$ cat src/rtl/operand_stack_pkg.sv
// Shared definitions for the operand stack: operation encodings and sizing helpers.
package operand_stack_pkg;

   localparam int unsigned OP_W = 3;

   typedef enum logic [OP_W-1:0] {
      OP_NOP     = 3'b000,
      OP_PUSH    = 3'b001,
      OP_POP     = 3'b010,
      OP_LOAD    = 3'b011,
      OP_POPLOAD = 3'b100,
      OP_DUP     = 3'b101
   } stack_op_e;

   // Counter width able to hold every value 0..depth inclusive.
   function automatic int unsigned cnt_width(input int unsigned depth);
      return $clog2(depth + 1);
   endfunction

endpackage

$ cat src/rtl/operand_stack_if.sv
// Control-unit/ALU facing bundle of the operand stack.
interface operand_stack_if
   import operand_stack_pkg::*;
#(
   parameter int unsigned WIDTH = 16,
   parameter int unsigned PW    = 5
);

   logic [OP_W-1:0]  op;
   logic [WIDTH-1:0] d;
   logic             clr_err;
   logic [WIDTH-1:0] qtop;
   logic [WIDTH-1:0] qnext;
   logic [PW-1:0]    count;
   logic             empty;
   logic             full;
   logic             ovf;
   logic             unf;

   modport master (
      output op, d, clr_err,
      input  qtop, qnext, count, empty, full, ovf, unf
   );

   modport slave (
      input  op, d, clr_err,
      output qtop, qnext, count, empty, full, ovf, unf
   );

endinterface

$ cat src/rtl/operand_stack_ram.sv
// DEPTH x WIDTH register array: one synchronous write port, one combinational read port.
module operand_stack_ram #(
   parameter int unsigned WIDTH = 16,
   parameter int unsigned DEPTH = 16,
   parameter int unsigned AW    = 4
) (
   input  logic             clk,
   input  logic             we_i,
   input  logic [AW-1:0]    waddr_i,
   input  logic [WIDTH-1:0] wdata_i,
   input  logic [AW-1:0]    raddr_i,
   output logic [WIDTH-1:0] rdata_o
);

   logic [WIDTH-1:0] mem_q [DEPTH];

   // NOTE: the array has no reset; entries above count are never observed, so clearing them buys nothing.
   always_ff @(posedge clk) begin
      if (we_i) begin
         mem_q[waddr_i] <= wdata_i;
      end
   end

   assign rdata_o = mem_q[raddr_i];

endmodule

$ cat src/rtl/operand_stack.sv
// Operand stack feeding the ALU: shadow top/next registers over a register array, sticky error flags.
module operand_stack
   import operand_stack_pkg::*;
#(
   parameter int unsigned WIDTH = 16,
   parameter int unsigned DEPTH = 16,
   parameter int unsigned PW    = cnt_width(DEPTH)
) (
   input  logic           clk,
   input  logic           n_reset,
   operand_stack_if.slave bus
);

   localparam int unsigned AW = (DEPTH > 1) ? $clog2(DEPTH) : 1;

   logic [PW-1:0]    count_q, count_d;
   logic [WIDTH-1:0] top_q, top_d;
   logic [WIDTH-1:0] next_q, next_d;
   logic             ovf_q, ovf_d;
   logic             unf_q, unf_d;

   logic             ram_we;
   logic [AW-1:0]    ram_waddr;
   logic [WIDTH-1:0] ram_wdata;
   logic [AW-1:0]    ram_raddr;
   logic [WIDTH-1:0] ram_rdata;

   logic             is_empty;
   logic             is_full;
   logic             has_third;
   logic [AW-1:0]    ptr;

   assign is_empty  = (count_q == '0);
   assign is_full   = (count_q == PW'(DEPTH));
   assign has_third = (count_q >= PW'(3));
   // Modular address math on the low bits stays correct even when count equals a power-of-two DEPTH.
   assign ptr       = count_q[AW-1:0];
   assign ram_raddr = ptr - AW'(3);

   operand_stack_ram #(
      .WIDTH (WIDTH),
      .DEPTH (DEPTH),
      .AW    (AW)
   ) u_ram (
      .clk     (clk),
      .we_i    (ram_we),
      .waddr_i (ram_waddr),
      .wdata_i (ram_wdata),
      .raddr_i (ram_raddr),
      .rdata_o (ram_rdata)
   );

   // NOTE: every signal driven here gets a default first, so no path can leave one unassigned and infer a latch.
   always_comb begin
      count_d   = count_q;
      top_d     = top_q;
      next_d    = next_q;
      ovf_d     = ovf_q & ~bus.clr_err;
      unf_d     = unf_q & ~bus.clr_err;
      ram_we    = 1'b0;
      ram_waddr = ptr;
      ram_wdata = bus.d;

      case (bus.op)
         OP_PUSH: begin
            if (is_full) begin
               ovf_d = 1'b1;
            end else begin
               ram_we  = 1'b1;
               top_d   = bus.d;
               next_d  = top_q;
               count_d = count_q + PW'(1);
            end
         end
         OP_DUP: begin
            if (is_full) begin
               ovf_d = 1'b1;
            end else if (is_empty) begin
               unf_d = 1'b1;
            end else begin
               ram_we    = 1'b1;
               ram_wdata = top_q;
               next_d    = top_q;
               count_d   = count_q + PW'(1);
            end
         end
         OP_POP: begin
            if (is_empty) begin
               unf_d = 1'b1;
            end else begin
               top_d   = next_q;
               next_d  = has_third ? ram_rdata : '0;
               count_d = count_q - PW'(1);
            end
         end
         OP_LOAD: begin
            if (is_empty) begin
               unf_d = 1'b1;
            end else begin
               ram_we    = 1'b1;
               ram_waddr = ptr - AW'(1);
               top_d     = bus.d;
            end
         end
         OP_POPLOAD: begin
            if (count_q < PW'(2)) begin
               unf_d = 1'b1;
            end else begin
               ram_we    = 1'b1;
               ram_waddr = ptr - AW'(2);
               top_d     = bus.d;
               next_d    = has_third ? ram_rdata : '0;
               count_d   = count_q - PW'(1);
            end
         end
         default: ;
      endcase
   end

   // NOTE: state registers use non-blocking assignments so every flop samples pre-edge values.
   always_ff @(posedge clk) begin
      if (!n_reset) begin
         count_q <= '0;
         top_q   <= '0;
         next_q  <= '0;
         ovf_q   <= 1'b0;
         unf_q   <= 1'b0;
      end else begin
         count_q <= count_d;
         top_q   <= top_d;
         next_q  <= next_d;
         ovf_q   <= ovf_d;
         unf_q   <= unf_d;
      end
   end

   assign bus.qtop  = top_q;
   assign bus.qnext = next_q;
   assign bus.count = count_q;
   assign bus.empty = is_empty;
   assign bus.full  = is_full;
   assign bus.ovf   = ovf_q;
   assign bus.unf   = unf_q;

endmodule

$ cat src/flat_wrapper.sv
// flat-port wrapper written by rule: the top's interface ports become plain ports
module operand_stack_flat import operand_stack_pkg::*;
#(
   parameter int unsigned WIDTH = 16,
   parameter int unsigned DEPTH = 16,
   parameter int unsigned PW    = cnt_width(DEPTH)
)
  (clk, n_reset, bus_op, bus_d, bus_clr_err, bus_qtop, bus_qnext, bus_count, bus_empty, bus_full, bus_ovf, bus_unf);
  operand_stack_if #(.WIDTH(WIDTH), .PW(PW)) bus_i ();
  input  logic clk;
  input  logic n_reset;
  input wire logic [$bits(bus_i.op)-1:0] bus_op;
  input wire logic [$bits(bus_i.d)-1:0] bus_d;
  input wire logic [$bits(bus_i.clr_err)-1:0] bus_clr_err;
  output wire logic [$bits(bus_i.qtop)-1:0] bus_qtop;
  output wire logic [$bits(bus_i.qnext)-1:0] bus_qnext;
  output wire logic [$bits(bus_i.count)-1:0] bus_count;
  output wire logic [$bits(bus_i.empty)-1:0] bus_empty;
  output wire logic [$bits(bus_i.full)-1:0] bus_full;
  output wire logic [$bits(bus_i.ovf)-1:0] bus_ovf;
  output wire logic [$bits(bus_i.unf)-1:0] bus_unf;
  assign bus_i.op = bus_op;
  assign bus_i.d = bus_d;
  assign bus_i.clr_err = bus_clr_err;
  assign bus_qtop = bus_i.qtop;
  assign bus_qnext = bus_i.qnext;
  assign bus_count = bus_i.count;
  assign bus_empty = bus_i.empty;
  assign bus_full = bus_i.full;
  assign bus_ovf = bus_i.ovf;
  assign bus_unf = bus_i.unf;
  operand_stack #(.WIDTH(WIDTH), .DEPTH(DEPTH), .PW(PW)) u_core (.clk(clk), .n_reset(n_reset), .bus(bus_i));
endmodule
$ cat config.mk
export PLATFORM = sky130hd
export DESIGN_NAME = operand_stack_flat
export DESIGN_NICKNAME = d
export VERILOG_FILES = /design/src/rtl/operand_stack_pkg.sv /design/src/rtl/operand_stack_if.sv /design/src/rtl/operand_stack_ram.sv /design/src/rtl/operand_stack.sv /design/src/flat_wrapper.sv
export SDC_FILE = /design/constraint.sdc
export NUM_CORES = 1
export LEC_CHECK = 0
export BUFFER_PORTS_ARGS = -buffer_cell sky130_fd_sc_hd__buf_4
export CAP_MARGIN = 20
export CORE_MARGIN = 1
export CORE_UTILIZATION = 37
export CTS_CLUSTER_DIAMETER = 120
export DETAILED_ROUTE_END_ITERATION = 16
export PLACE_DENSITY = 0.6
export SLEW_MARGIN = 0
export SYNTH_ARGS = -nofsm -noshare
export SYNTH_HDL_FRONTEND = slang
export SYNTH_HIERARCHICAL = 1
export SYNTH_SLANG_ARGS = --single-unit
$ cat constraint.sdc
create_clock -name clk -period 4.55 [get_ports clk]
set_input_delay 0.6825 -clock clk [delete_from_list [all_inputs] [get_ports clk]]
set_output_delay 0.6825 -clock clk [all_outputs]
set_load 0.02 [all_outputs]
==> metrics.md, run 1 <==
| Metric | Value |
|---|---|
| Initial antenna violation count | `0` |
| Setup_tns | `0 ns` |
| Clk_skew | `0.00682 ns` |
| Initial Utilization | `37.7%` |
| Clk slew on worst S/H paths | `0.06 ns` |
| Outcome | `completed` |
| Layout cells sized above 1 | `30.7%` |
| Leakage Power | `4.86 nW` |
| GRT overflow | `0` |
| Count leader, synth | `edfxtp_1` |
| Hold/Removal Path Class | `in2reg` |
| Net switching fraction of the power | `29.6%` |
| Post-route cell area | `0.0143 mm2` |
| Total CTS buffers | `31` |
| Final setup viols | `0` |
| Number of port buffers | `62` |
| Cell Rows | `66` |
| Synthesized flop and latch total | `295` |
| Vias in the first global route | `6833` |
| CTS resizes | `0` |
| EDFF count, synth | `256` |
| Clock group share of total power | `31.6%` |
| Slew HR | `24.9%` |
| Fin nets | `801` |
| Asr flop ratio synth | `0%` |
| Top_reg_cell synth | `edfxtp_1` |
| Largest net degree at the start of global routing | `65` |
| Die height | `185 um` |
| Fraction of the cycle the final worst path needs | `86.1%` |
| CP endpoint kind | `flop` |
| Synth cell count leaders | `edfxtp_1 (256), mux4_2 (54), a22oi_1 (49)` |
| Mean Syn Cell Area | `17.8 um2` |
| Comb power frac | `24.3%` |
| # hold bufs at CTS | `0` |
| RSZ-0062 raised after global routing | `false` |
| Cell count after synthesis | `693` |
| CTS tree | `yes` |
| Worst-margin pin slew | `1.12 ns` |
| Hold Violations, Final | `0` |
| Skew-Pair Late Insertion Delay | `0.56 ns` |
| Core area | `0.0327 mm2` |
| Fillcell total | `2880` |
| Critical Path Start Type | `flop` |
| WP data required | `4.74 ns` |
| Post-DP HPWL | `18.3 mm` |
| Chip Width | `185 um` |
| Critical Setup Path Class | `reg2reg` |
| All-Layer GR Usage | `17.4%` |
| Post-synth cell types | `56` |
| Crit-path cells | `inv_1 > ha_2 > or4b_4 > inv_2 > nor2_1 > o31ai_1 > nand2b_1 > nor2_2` |
| Clock Sinks | `295` |
| MaxCap Viol Count | `0` |
| Syn Nets | `725` |
| Sequential cell area | `0.00847 mm2` |
| Final worst setup slack | `0.633 ns` |
| Area growth, synth to finish | `16.0%` |
| Vias | `6796` |
| Full die area | `0.0341 mm2` |
| CP max stage delay | `0.90 ns` |
| First-pass GRT wire length | `43.6 mm` |
| Hold slack | `0.427 ns` |
| Yosys top cell by area | `edfxtp_1` |
| Final ANT Viol Nets | `0` |
| Area contributors post-synth | `edfxtp_1 (62%), mux4_2 (9.9%), dfxtp_1 (6.3%)` |
| PwrDens | `518 mW/mm2` |
| Internal cell power | `5.22 mW` |
| WL per Instance | `23.7 um` |
| Drt pass-1 iters | `5` |
| Total power | `7.41 mW` |
| Dpl cell area | `0.0133 mm2` |
| Via/cell ratio | `5.50` |
| Sequential fraction of design power | `44.1%` |
| Worst VDD drop | `313 uV` |
| Finished Layout Cells | `1235` |
| Core Util, Final | `43.7%` |
| Max clock buf depth | `3` |
| Placed Cells | `1176` |
| Worst Path Arrival | `4.10 ns` |
| DRT Wirelength | `29.2 mm` |
| Synth top area share | `62.3%` |
| Slowest cell on the critical path | `o31ai_1` |
| Root Buffer | `clkbuf_16` |
| Boundary pin count | `63` |
| Seq/Total Area, Yosys | `68.7%` |
| YS warnings | `6` |
| DRC | `0` |
| Max Slew Vio Count | `0` |
| CP max FO | `16` |
| Postcts setup bufs | `0` |
| Mapped cell area | `0.0123 mm2` |
| Fmax | `255 MHz` |
| Switching power | `2.19 mW` |
| Post-Place Setup Slack | `0.686 ns` |
| H-tree depth | `1` |
| Starting DRT DRC Count | `534` |
| Crit path time final | `3.92 ns` |
| Area of the multi-input gates | `0.00360 mm2` |
| Gpl congestion | `0.808` |
-- path summary, 6_finish.rpt --
path | start | end | slack [ns] | cells past startpoint
worst max register to register | u_core/bus.count[1] | u_core/u_ram/mem_q[14][9] | 0.63 | 8
worst max-delay path | u_core/bus.count[1] | u_core/u_ram/mem_q[14][9] | 0.63 | 8
worst min register to register | u_core/bus.unf | u_core/bus.unf | 0.50 | 2
worst min-delay path | bus_clr_err | u_core/bus.unf | 0.43 | 3
-- flip-flops by register name (all words and copies together) (netlist names) --
name,cells
u_core/bus.unf,1
u_core/bus.ovf,1
u_core/bus.qnext,16
u_core/bus.count,5
u_core/bus.qtop,16
u_core/u_ram/mem_q,256
-- final cells by class --
class | count | share of cell area [%]
multi-input cells | 343 | 25.2
flip-flops and latches | 295 | 59.2
inverters | 9 | 0.254
well taps | 442 | 3.87
repair buffers | 89 | 4.92
diodes | 1 | 0.0175
clock inverters | 11 | 0.647
clock buffers | 45 | 5.93
-- per-layer routing --
metal	global-route usage [%]	wire length [um]	vias to the layer above	part of all wire, %
met1	25.8	13700	3513	47
met2	26.1	13200	247	45
met5	0	0	-	0
met4	3.97	425	0	1.5
li1	-	-	3007	-
met3	3.77	1920	29	6.6
-- logic make-up after synthesis --
group | after synthesis | synth area share (%)
AOI/OAI and AO/OA | 132 | 8.09
adders and majority gates | 10 | 1.08
xor gates and xnor gates | 6 | 0.426
muxes | 97 | 14.8
and+or+nand+nor | 98 | 4.32
DFF | 295 | 68.7
buffers and inverters | 55 | 2.58
-- power groups by stage --
stage	combinational [mW]	clock, mW	sequential (mW)
2_1_floorplan	1.14	0	3.38
3_3_place_gp	1.77	0	3.32
3_5_place_dp	1.79	0	3.33
4_1_cts	1.79	2.39	3.27
5_1_grt	1.93	2.48	3.29
6_report	1.80	2.34	3.27
-- worst max-delay path, delay by kind of cell (launching register included) --
family	cells	cell delay (ns)
AND/OR/NAND/NOR	4	1.70
adder cells (fa/ha/maj)	1	0.23
buffers and inverters	2	0.30
AO/OA/AOI/OAI	1	0.90
flip-flops	1	0.39
-- placed cells by master, fill, tap and decap left out, types with 3 or more instances in the layout --
cell type and n:
clkbuf_1 12, nor3_1 20, nor3_2 4, or3b_2 3
inv_1 7, buf_4 86, mux4_2 54, a22oi_1 49
o31ai_1 17, a21oi_1 25, a21o_1 3, nand2b_1 5
mux4_1 10, mux2_2 16, a211oi_2 11, nand2_1 25
nor2b_1 4, clkinv_2 4, dfxtp_1 39, clkbuf_16 31
o21ai_0 5, nand3b_1 4, ha_1 8, o22ai_1 3
xnor2_1 5, mux2i_1 17, edfxtp_1 256, a211oi_1 7
clkinv_1 4, nor2_1 5, nor2_2 13
No activity file was read; power rests on OpenSTA's default activity.
==> inputs of run 2 (changes only) <==
--- a/config.mk
+++ b/config.mk
@@ -5,7 +5,7 @@
 export SDC_FILE = /design/constraint.sdc
 export NUM_CORES = 1
 export LEC_CHECK = 0
-export BUFFER_PORTS_ARGS = -buffer_cell sky130_fd_sc_hd__buf_4
+export BUFFER_PORTS_ARGS = -buffer_cell sky130_fd_sc_hd__buf_2
 export CAP_MARGIN = 20
 export CORE_MARGIN = 1
 export CORE_UTILIZATION = 37
==> metrics.md, run 2 (synthesis results as in run 1) <==
| Metric | Value |
|---|---|
| Outcome | `completed` |
| CTS resizes | `0 (unchanged)` |
| Drt pass-1 iters | `7 (+2)` |
| Fin nets | `803 (+0.25%)` |
| FF-to-FF End | `u_core/u_ram/mem_q[9][6]` |
| Final worst setup slack | `1.10 ns (+0.467 ns)` |
| Core area | `0.0327 mm2 (unchanged)` |
| Comb power frac | `22.9% (-1.4 points)` |
| Hold path depth | `3 (unchanged)` |
| Post-route cell area | `0.0143 mm2 (-0.31%)` |
| Most flops, register | `u_core/u_ram/mem_q` |
| Launch point of the critical path | `u_core/bus.count[1]` |
| First-pass GRT wire length | `44.0 mm (+0.76%)` |
| DRC | `0 (unchanged)` |
| CTS tree | `yes` |
| Switching power | `2.20 mW (+0.48%)` |
| Vias in the first global route | `6928 (+1.4%)` |
| Vias | `6876 (+1.2%)` |
| Critical Path Start Type | `flop` |
| H-tree depth | `1 (unchanged)` |
| Path depth of the worst reg2reg path | `9 (+1)` |
| Boundary pin count | `63 (unchanged)` |
| Via/cell ratio | `5.56 (+1.0%)` |
| Worst Path Buf+Inv | `3 (+1)` |
| DRT Wirelength | `29.6 mm (+1.4%)` |
| Skew-Pair Late Insertion Delay | `0.55 ns (about the same)` |
| Largest net degree at the start of global routing | `37 (-43%)` |
| Postcts setup bufs | `0 (unchanged)` |
| Slew HR | `27.7% (+2.8 points)` |
| Root Buffer | `clkbuf_16` |
| Hold/Removal Path Class | `in2reg` |
| Area growth, synth to finish | `15.6%` |
| N_diodes | `0 (-1)` |
| Hold Violations, Final | `0 (unchanged)` |
| Max FFs per register | `256 (unchanged)` |
| Leading cell type in the layout, fill and taps excluded | `edfxtp_1` |
| CP max stage delay | `0.57 ns (-0.33 ns)` |
| Initial antenna violation count | `0 (unchanged)` |
| Critical Setup Path Class | `reg2reg` |
| Clock group share of total power | `33.8% (+2.2 points)` |
| Post-Place Setup Slack | `1.05 ns (+0.365 ns)` |
| Setup_tns | `0 ns (unchanged)` |
| Worst Path Arrival | `3.70 ns (-0.40 ns)` |
| Final ANT Viol Nets | `0 (unchanged)` |
| Leakage Power | `4.89 nW (+0.67%)` |
| Max clock buf depth | `3 (unchanged)` |
| RR Startpoint | `u_core/bus.count[1]` |
| GRT overflow | `0 (unchanged)` |
| Die height | `185 um (unchanged)` |
| Most frequent cells in the layout | `edfxtp_1 (256), buf_2 (62), mux4_2 (54)` |
| Initial Utilization | `37.7% (unchanged)` |
| Cell Rows | `66 (unchanged)` |
| Post-DP HPWL | `18.5 mm (+1.0%)` |
| Worst R2R Setup Slack | `1.10 ns (+0.47 ns)` |
| CP Depth | `9 (+1)` |
| Crit-path cells | `inv_1 > ha_2 > or4b_4 > inv_2 > nor2_1 > xnor2_1 > nand2b_1 > nor2_2 > buf_4` |
| Max Slew Vio Count | `0 (unchanged)` |
| Layout cells sized above 1 | `31.9% (+1.3 points)` |
| Crit path time final | `3.45 ns (-0.467 ns)` |
| Full die area | `0.0341 mm2 (unchanged)` |
| PwrDens | `529 mW/mm2 (+2.1%)` |
| Fraction of the cycle the final worst path needs | `75.8% (-10 points)` |
| Core Util, Final | `43.6% (-0.13 points)` |
| Worst-margin pin slew | `1.08 ns (-0.0319 ns)` |
| # hold bufs at CTS | `0 (unchanged)` |
| Clock Sinks | `295 (unchanged)` |
| Min-delay src | `bus_clr_err` |
| WP data required | `4.80 ns (+0.06 ns)` |
| Number of port buffers | `62 (unchanged)` |
| RSZ-0062 raised after global routing | `false` |
| Clk slew on worst S/H paths | `0.07 ns (about the same)` |
| Clk_skew | `0.0126 ns (+0.00577 ns)` |
| MaxCap Viol Count | `0 (unchanged)` |
| CP top delay family | `simple AND/OR/NAND/NOR gates` |
| All-Layer GR Usage | `17.6% (+0.23 points)` |
| Net switching fraction of the power | `29.2% (-0.39 points)` |
| Sequential fraction of design power | `43.4% (-0.7 points)` |
| Slowest cell on the critical path | `xnor2_1` |
| Starting DRT DRC Count | `581 (+8.8%)` |
| Fmax | `290 MHz (+14%)` |
| CP max FO | `9 (-7)` |
| Final setup viols | `0 (unchanged)` |
| Dpl cell area | `0.0132 mm2 (-1.0%)` |
| Internal cell power | `5.34 mW (+2.4%)` |
| Hold slack | `0.443 ns (+0.0162 ns)` |
| WL per Instance | `24.0 um (+1.2%)` |
| Worst VDD drop | `272 uV (-13%)` |
| CP endpoint kind | `flop` |
| Crit path to | `u_core/u_ram/mem_q[9][6]` |
| Gpl congestion | `0.853 (+5.5%)` |
| Fillcell total | `2863 (-0.59%)` |
| Total CTS buffers | `30 (-3.2%)` |
| Chip Width | `185 um (unchanged)` |
[run 2: changes by cell type in the layout (fill, tap and decap cells not counted), moves of 2 or more]
cell | previous run | this run
clkbuf_1 | 12 | 3
buf_2 | 0 | 62
buf_4 | 86 | 28
bufinv_16 | 1 | 5
clkbuf_8 | 2 | 0
clkinv_4 | 0 | 2
clkinv_2 | 4 | 6
[run 2: worst reg2reg max path, cell delays in order, from the launching register on]
cell	delay (ns)
dfxtp_1	0.40
inv_1	0.20
ha_2	0.22
or4b_4	0.51
inv_2	0.11
nor2_1	0.09
xnor2_1	0.57
nand2b_1	0.32
nor2_2	0.45
buf_4	0.29
[run 2: area by class of cell]
type                            count  area (um2)  area share, %
Inverter                            9        36.3          0.254
Timing Repair Buffer               92         563           3.95
Clock inverter                     22         245           1.72
Tap cell                          442         553           3.88
Sequential cell                   295        8470           59.4
Multi-Input combinational cell    343        3600           25.3
Clock buffer                       34         787           5.52
[run 2: metal layers]
| layer | share of wire, % | global-route usage, % | vias to the layer above |
|---|---|---|---|
| met5 | 0 | 0 | - |
| met4 | 2.3 | 4.83 | 0 |
| met3 | 6.1 | 2.63 | 55 |
| met2 | 46 | 27.3 | 225 |
| met1 | 46 | 25.8 | 3596 |
| li1 | - | - | 3000 |
[run 2: power by group through the flow]
stage | sequential [mW] | clock [mW] | combinational (mW)
finish | 3.27 | 2.55 | 1.73
global route | 3.29 | 2.71 | 1.85
CTS | 3.28 | 2.60 | 1.72
detailed placement | 3.33 | 0 | 1.72
global placement | 3.33 | 0 | 1.71
floorplan | 3.38 | 0 | 1.14
[run 2: worst min path at each step]
stage,slack [ns],endpoint
after detailed placement,0.49,u_core/bus.unf
after global routing,0.45,u_core/bus.unf
after floorplan,0.57,u_core/bus.unf
final,0.44,u_core/bus.unf
after CTS,0.43,u_core/bus.unf
after global placement,0.51,u_core/bus.unf
[run 2: stage by stage]
stage	power (mW)	std cells
floorplan	4.52	693
global placement	5.03	1179
detailed placement	5.05	1179
CTS	7.60	1235
global route	7.86	1237
finish	7.55	1237
